--- src/rtl/lsu_rmw.sv ---
// Load/store unit: turns byte/half/word RISC-V accesses into whole-word accesses
// on a single-port synchronous memory. Sub-word stores use read-modify-write.
module lsu_rmw #(
  parameter int WORD_AW = 8
) (
  input  logic               clk,
  input  logic               rst,
  input  logic               req,
  input  logic               we,
  input  logic [2:0]         funct3,
  input  logic [31:0]        addr,
  input  logic [31:0]        wdata,
  output logic [31:0]        rdata,
  output logic               busy,
  output logic               done,
  output logic               err,
  output logic [WORD_AW-1:0] mem_addr,
  output logic               mem_we,
  output logic [31:0]        mem_wd,
  input  logic [31:0]        mem_rd
);

  typedef enum logic [1:0] {S_IDLE, S_READ, S_MERGE, S_DONE} state_t;

  state_t               state_q, state_d;
  logic                 we_q, we_d;
  logic [2:0]           f3_q, f3_d;
  logic [WORD_AW+1:0]   addr_q, addr_d;
  logic [31:0]          wdata_q, wdata_d;
  logic                 err_q, err_d;
  logic [31:0]          rdata_q, rdata_d;

  // Address bits above the memory's reach are intentionally dropped.
  logic unused_addr_hi;
  assign unused_addr_hi = ^addr[31:WORD_AW+2];

  function automatic logic access_illegal(input logic w, input logic [2:0] f3,
                                          input logic [1:0] a);
    logic bad_f3, misaligned;
    if (w) bad_f3 = (f3 >= 3'd3);
    else   bad_f3 = (f3 == 3'd3) || (f3 == 3'd6) || (f3 == 3'd7);
    misaligned = ((f3[1:0] == 2'd1) && a[0]) || ((f3[1:0] == 2'd2) && (a != 2'd0));
    return bad_f3 || misaligned;
  endfunction

  function automatic logic [31:0] store_merge(input logic [31:0] old, input logic [31:0] wd,
                                              input logic [2:0] f3, input logic [1:0] a);
    logic [31:0] r;
    r = old;
    case (f3[1:0])
      2'd0:    r[{a, 3'b000} +: 8] = wd[7:0];
      2'd1:    r[{a[1], 4'b0000} +: 16] = wd[15:0];
      default: r = wd;
    endcase
    return r;
  endfunction

  function automatic logic [31:0] load_extract(input logic [31:0] rd, input logic [2:0] f3,
                                               input logic [1:0] a);
    logic [7:0]  b;
    logic [15:0] h;
    logic [31:0] r;
    b = rd[{a, 3'b000} +: 8];
    h = rd[{a[1], 4'b0000} +: 16];
    case (f3)
      3'd0:    r = {{24{b[7]}}, b};
      3'd1:    r = {{16{h[15]}}, h};
      3'd4:    r = {24'd0, b};
      3'd5:    r = {16'd0, h};
      default: r = rd;
    endcase
    return r;
  endfunction

  always_comb begin
    state_d = state_q;
    we_d    = we_q;
    f3_d    = f3_q;
    addr_d  = addr_q;
    wdata_d = wdata_q;
    err_d   = err_q;
    rdata_d = rdata_q;
    case (state_q)
      S_IDLE: begin
        if (req) begin
          we_d    = we;
          f3_d    = funct3;
          addr_d  = addr[WORD_AW+1:0];
          wdata_d = wdata;
          err_d   = access_illegal(we, funct3, addr[1:0]);
          if (err_d)                          state_d = S_DONE;
          else if (we && (funct3 == 3'd2))    state_d = S_MERGE;
          else                                state_d = S_READ;
        end
      end
      S_READ:  state_d = S_MERGE;
      S_MERGE: begin
        if (!we_q) rdata_d = load_extract(mem_rd, f3_q, addr_q[1:0]);
        state_d = S_DONE;
      end
      default: state_d = S_IDLE;
    endcase
  end

  always_ff @(posedge clk) begin
    if (rst) begin
      state_q <= S_IDLE;
      we_q    <= 1'b0;
      f3_q    <= 3'd0;
      addr_q  <= '0;
      wdata_q <= 32'd0;
      err_q   <= 1'b0;
      rdata_q <= 32'd0;
    end else begin
      state_q <= state_d;
      we_q    <= we_d;
      f3_q    <= f3_d;
      addr_q  <= addr_d;
      wdata_q <= wdata_d;
      err_q   <= err_d;
      rdata_q <= rdata_d;
    end
  end

  // Errored accesses never reach MERGE, so no error term is needed on the write enable.
  assign mem_we   = (state_q == S_MERGE) && we_q && !rst;
  assign mem_wd   = store_merge(mem_rd, wdata_q, f3_q, addr_q[1:0]);
  assign mem_addr = addr_q[WORD_AW+1:2];
  assign busy     = (state_q != S_IDLE);
  assign done     = (state_q == S_DONE);
  assign err      = (state_q == S_DONE) && err_q;
  assign rdata    = rdata_q;

endmodule

--- config.mk ---
export PLATFORM = sky130hd
export DESIGN_NAME = lsu_rmw
export DESIGN_NICKNAME = d
export VERILOG_FILES = /design/src/rtl/lsu_rmw.sv
export SDC_FILE = /design/constraint.sdc
export NUM_CORES = 1
export LEC_CHECK = 0
export ABC_AREA = 1
export CAP_MARGIN = 0
export CORE_AREA = 2 2 147 77
export DETAILED_ROUTE_END_ITERATION = 10
export DIE_AREA = 0 0 149 79
export GPL_TIMING_DRIVEN = 0
export PLACE_DENSITY = 0.81
export SLEW_MARGIN = 20
export SYNTH_ARGS = -nofsm -noshare
export SYNTH_HDL_FRONTEND = slang
export SYNTH_SLANG_ARGS = --single-unit
--- constraint.sdc ---
create_clock -name clk -period 3 [get_ports clk]
set_input_delay 0.9 -clock clk [delete_from_list [all_inputs] [get_ports clk]]
set_output_delay 0.9 -clock clk [all_outputs]
set_load 0.01 [all_outputs]
# Word-level counts from Yosys, hierarchy flattened
# Index checks and enable logic that the tools add are counted.
[word_totals]
regBits = 81
latch_bits = 0
ramBits = 0
mem_bits_ro = 0
input_bits = 103
output_inout_bits = 76
word_cells = 60
n_memories = 0
[op_classes]
n_addsub = 2
multipliers = 0
div_mod_pow = 0
order_cmp = 1
n_eq_ne = 14
shifts = 6
mux = 11
bitwise_logic = 1
reduce_logical = 18
[ops]
columns = ["cell", "count"]
rows = [
  ["$pmux 32 s4", 1],
  ["$bwmux 32", 2],
  ["$pmux 32 s2", 1],
  ["$shift 16x7->32 const A", 1],
  ["$shift 8x7->32 const A", 1],
  ["$shiftx 16x7->32", 1],
  ["$shiftx 32x6->16", 1],
  ["$shiftx 32x6->8", 1],
  ["$shiftx 8x7->32", 1],
  ["$neg 5->7", 2],
  ["$eq 3x3->1 const B", 4],
  ["$eq 2x1->1 const B", 3],
  ["$eq 2x2->1 const B", 3],
  ["$eq 3x2->1 const B", 2],
  ["$logic_and 1x1->1", 6],
  ["$mux 2", 3],
  ["$pmux 2 s3", 1],
  ["$logic_not 2->1", 2],
  ["$logic_or 1x1->1", 4],
  ["$reduce_and 2->1", 2],
  ["$reduce_bool 2->1", 2],
  ["$eq 3x1->1 const B", 1],
  ["$ge 3x2->1 const B", 1],
  ["$logic_not 3->1", 1],
  ["other kinds (4)", 6],
]

# Logic depth before layout (Yosys ltp)
[depth]
word_depth = 10
ltp_mapped = 10
ltp_nobuf = 8

# Worst setup path after synthesis
# No wires, ideal clock.
[synth_path]
kind = "register -> output"
startpoint = "register addr_q[1]"
endpoint = "output port mem_wd[0]"
arrival_ps = 1916
path_slack_ps = 184
path_stages_with_launch = 10
path_cell_list = "dfxtp_1 > inv_2 > buf_6 > buf_6 > buf_2 > ha_1 > clkinv_1 > nand3_1 > o21a_2 > o21ai_0"
[synth_via]
elab_chain_len = 4
elab_cells_between_ends = 9
[synth_lines]
columns = ["element", "line", "text"]
rows = [
  ["from (decl)", "28", "logic [WORD_AW+1:0] addr_q, addr_d;"],
  ["from (signal assigned)", "118", "addr_q <= addr_d;"],
  ["$neg 5->7, on equally long branches", "52, 51", ""],
  ["$shiftx 16x7->32 (tied with other cells)", "52", "2'd1: r[{a[1], 4'b0000} +: 16] = wd[15:0];"],
  ["$bwmux 32, on equally long branches", "52, 51", ""],
  ["$pmux 32 s2 *", "50", "case (f3[1:0])"],
  ["to (decl)", "19", "output logic [31:0] mem_wd,"],
]
# Mark *: on every way between the ends. The rest lies on a longest branch, timed or not.

# Worst setup path after layout
[layout_path]
startpoint = "register addr_q[0]"
endpoint = "output port mem_wd[27]"
[layout_via]
elab_chain_len = 4
elab_cells_between_ends = 5
[layout_lines]
columns = ["element", "line", "text"]
rows = [
  ["$neg 5->7 *", "51", "2'd0: r[{a, 3'b000} +: 8] = wd[7:0];"],
  ["$shiftx 8x7->32 / $shift 8x7->32 (equally long branches)", "51", ""],
  ["$bwmux 32 *", "51", ""],
  ["$pmux 32 s2 *", "50", ""],
]
# Marks and branches as above.

==> results.cfg <==
[clock_network]
clk_path_buf_depth = 2
cts_hold_buf = 0
cts.sink_count = 81
worstSkewPairLatency_ns = 0.35
worst_setup_hold_path_clk_slew_ns = 0.06
cts_root_buffer = sky130_fd_sc_hd__clkbuf_16
htree_num_levels = 3
total_clock_buffers_created_by_cts = 9
cts_tree = yes

[die]
core.rowCount = 27
initial_utilization_pct = 43.9
die_height_um = 79
core_area_mm2 = 0.0106
floorplan.die_area_mm2 = 0.0118
dieWidth_um = 149
boundaryPins = 179

[job]
cap_viol_max_count = 0

[finish]
most_common_library_cell_in_the_layout_ignoring_fill_and_taps = sky130_fd_sc_hd__o21ai_0
drive_gt1_share_pct = 15.1
fin_area_mm2 = 0.00682
finalNetCount = 981
areaGrowthSynthToFinish_pct = 46.4
fillCellCount = 972
multi_input_area_mm2 = 0.00261
final_util_pct = 64.2
post_layout_nonfiller_instances = 1019
area.sequential_mm2 = 0.00163
insertedDiodeCount = 0
final_cell_mix = sky130_fd_sc_hd__o21ai_0 (125), sky130_fd_sc_hd__clkdlybuf4s50_1 (121), sky130_fd_sc_hd__nor2_1 (103)

[sta]
relative_max_transition_margin_pct = 50.3
fin_setup_tns_ns = 0
timing.final.crit_share_pct = 99.1
max_slew.worst_pin.slew_ns = 0.745
postLayoutSetupSlackWorst_ns = 0.0263
finalHoldViolCount = 0
slew_viol_final = 0
clock-skew-final_ns = 0.00653
setup_violation_total_in_the_final_timing_report = 0
post-route-min-period_ns = 2.97
max_freq_ghz = 0.336
holdWs_ns = 0.482

[placement]
port_buffers = 155
gpl.final_weighted_congestion = 0.987
numPlacedInstances = 999
place_area_mm2 = 0.00639
post-place-ws_ns = -0.781
place.detailed.hpwl_mm = 14.3

[setup_path]
cpPeakStageDelay_ns = 0.40
worstPathMaxFanout = 12
timing.critical_path.buf_inv = 4
worst_setup_path_end_kind = output pin
critPathLaunchType = flip-flop
cp_data_arrival_time_ns = 2.07
timing.critical_path.max_delay_family = buffers and inverters
cp.required_ns = 2.10
worst_path_max_delay_cell = sky130_fd_sc_hd__dfxtp_4
critical_path_class = reg2out
crit_path_cell_trace = inv_4 > buf_8 > ha_2 > inv_6 > nand2_2 > nor2_4 > a21oi_1 > o211ai_1 > buf_2

[global_routing]
wire_length_of_the_first_global_routing_pass_mm = 28.4
grt_start_max_net_pins = 20
first_global_vias = 5147
grt_antenna_before_repair = 0
grtUsageTotal_pct = 31.7
grt.overflow.total = 0

[route]
wire_per_inst_um = 18.4
wirelength_mm = 18.7
met3_routed_wl_mm = 2.73
drc = 0
ant_nets = 0
detail_route.iter0.violations = 739
m1WireLength_mm = 8.73
top_signal_layer_used = met4
vias = 5805
post_drt_via_cell_ratio = 5.70
drt_pre_antenna_iters = 7
met2_wirelength_mm = 7.12

[logic_synthesis]
netlist.area_leader.share_pct = 34.8
sequential_cell_area_fraction_in_the_yosys_report_pct = 34.8
synthCells = 699
synth.cell_area_mm2 = 0.00466
synth_seq_cells = 81
post_synth_num_cell_types = 35
yosys_warnings = 0
syn-mean-instance-area_um2 = 6.66
mappedNetlistNets = 811
yosys.area.top_type = sky130_fd_sc_hd__dfxtp_1
synth_area_leaders = sky130_fd_sc_hd__dfxtp_1 (35%), sky130_fd_sc_hd__o21ai_0 (15%), sky130_fd_sc_hd__nor2_1 (8.8%)

[power]
power.ir.vdd_worst_v = 0.000536
power_per_cell_area_mw_per_mm2 = 960
total_power_mw = 6.54
leakage_nw = 2.91

[status]
status = finished clean

[worst_hold_path]
classification_of_the_worst_slack_hold_path = reg2reg
[sequential cells by signal (all words and copies together) (netlist names)]
name     count
err_q        1
wdata_q     32
we_q         1
f3_q         3
state_q      2
rdata       32
addr_q      10
[final timing paths]
check	startpoint	end	slack, ns	cells after the start
setup reg to reg	state_q[1]$_SDFFE_PP0P_	addr_q[6]$_SDFFE_PP0P_	0.98	6
hold reg to reg	we_q$_SDFFE_PP0P_	we_q$_SDFFE_PP0P_	0.48	2
setup / recovery	addr_q[0]$_SDFFE_PP0P_	mem_wd[27]	0.03	9
hold / removal	we_q$_SDFFE_PP0P_	we_q$_SDFFE_PP0P_	0.48	2
[timing repair]
item | CTS | global route
resized for setup | 176 | 31
endpoints found under the setup margin | 33 | 28
pin swaps | 15 | 9
setup buffers | 6 | 1
[cell usage after synthesis, drive strengths merged]
| master | number |
|---|---|
| o21ai | 151 |
| nor2 | 112 |
| nand2 | 87 |
| dfxtp | 81 |
| inv | 76 |
| a21oi | 52 |
| buf | 32 |
| clkbuf | 20 |
| o211ai | 17 |
| nand3 | 13 |
| o221ai | 10 |
| a31oi | 9 |
| ha | 9 |
| a32oi | 7 |
| a22oi | 6 |
| o22ai | 6 |
| clkinv | 3 |
| o2111ai | 3 |
| and3 | 1 |
| nand4 | 1 |
| nor3 | 1 |
| o21a | 1 |
| or2 | 1 |
[per-layer routing]
metal  vias to the layer above  GRT usage (%)
met5                         -              0
met4                         0           4.38
met3                        27           11.8
met2                       367           42.4
met1                      2718           48.3
li1                       2693              -
[cell type report]
cell class                 instances  area share, %
clock buffer                      12           3.62
multi-input combinational        487           38.3
sequential                        81           23.9
tap                              145           2.66
buffer                            49           4.31
clock inverter                     4          0.771
inverter                          79           4.59
timing repair buffer             162           21.8
[cell families (layout without fill, tap and decap cells)]
group	after synthesis	after routing	share of synthesized area (%)
AOI/OAI and AO/OA	262	262	31.6
and+or+nand+nor	216	216	18.6
DFF	81	81	34.8
buffers and inverters	131	306	12.6
adders and majority gates	9	9	2.42
[where the power goes]
part	switching, mW	internal (mW)	total [mW]
Combinational	2.22	1.50	3.72
Sequential	0.240	1.46	1.70
Clock	0.455	0.670	1.13
Total	2.92	3.62	6.54
[worst reg2reg max path, cell delays in order (launching register included)]
cell	delay, ns
sky130_fd_sc_hd__dfxtp_1	0.41
sky130_fd_sc_hd__inv_1	0.10
sky130_fd_sc_hd__ha_1	0.23
sky130_fd_sc_hd__nand2_1	0.33
sky130_fd_sc_hd__clkbuf_1	0.62
sky130_fd_sc_hd__o21ai_0	0.16
sky130_fd_sc_hd__nor2_1	0.11
(Power assumes the default switching activity.)
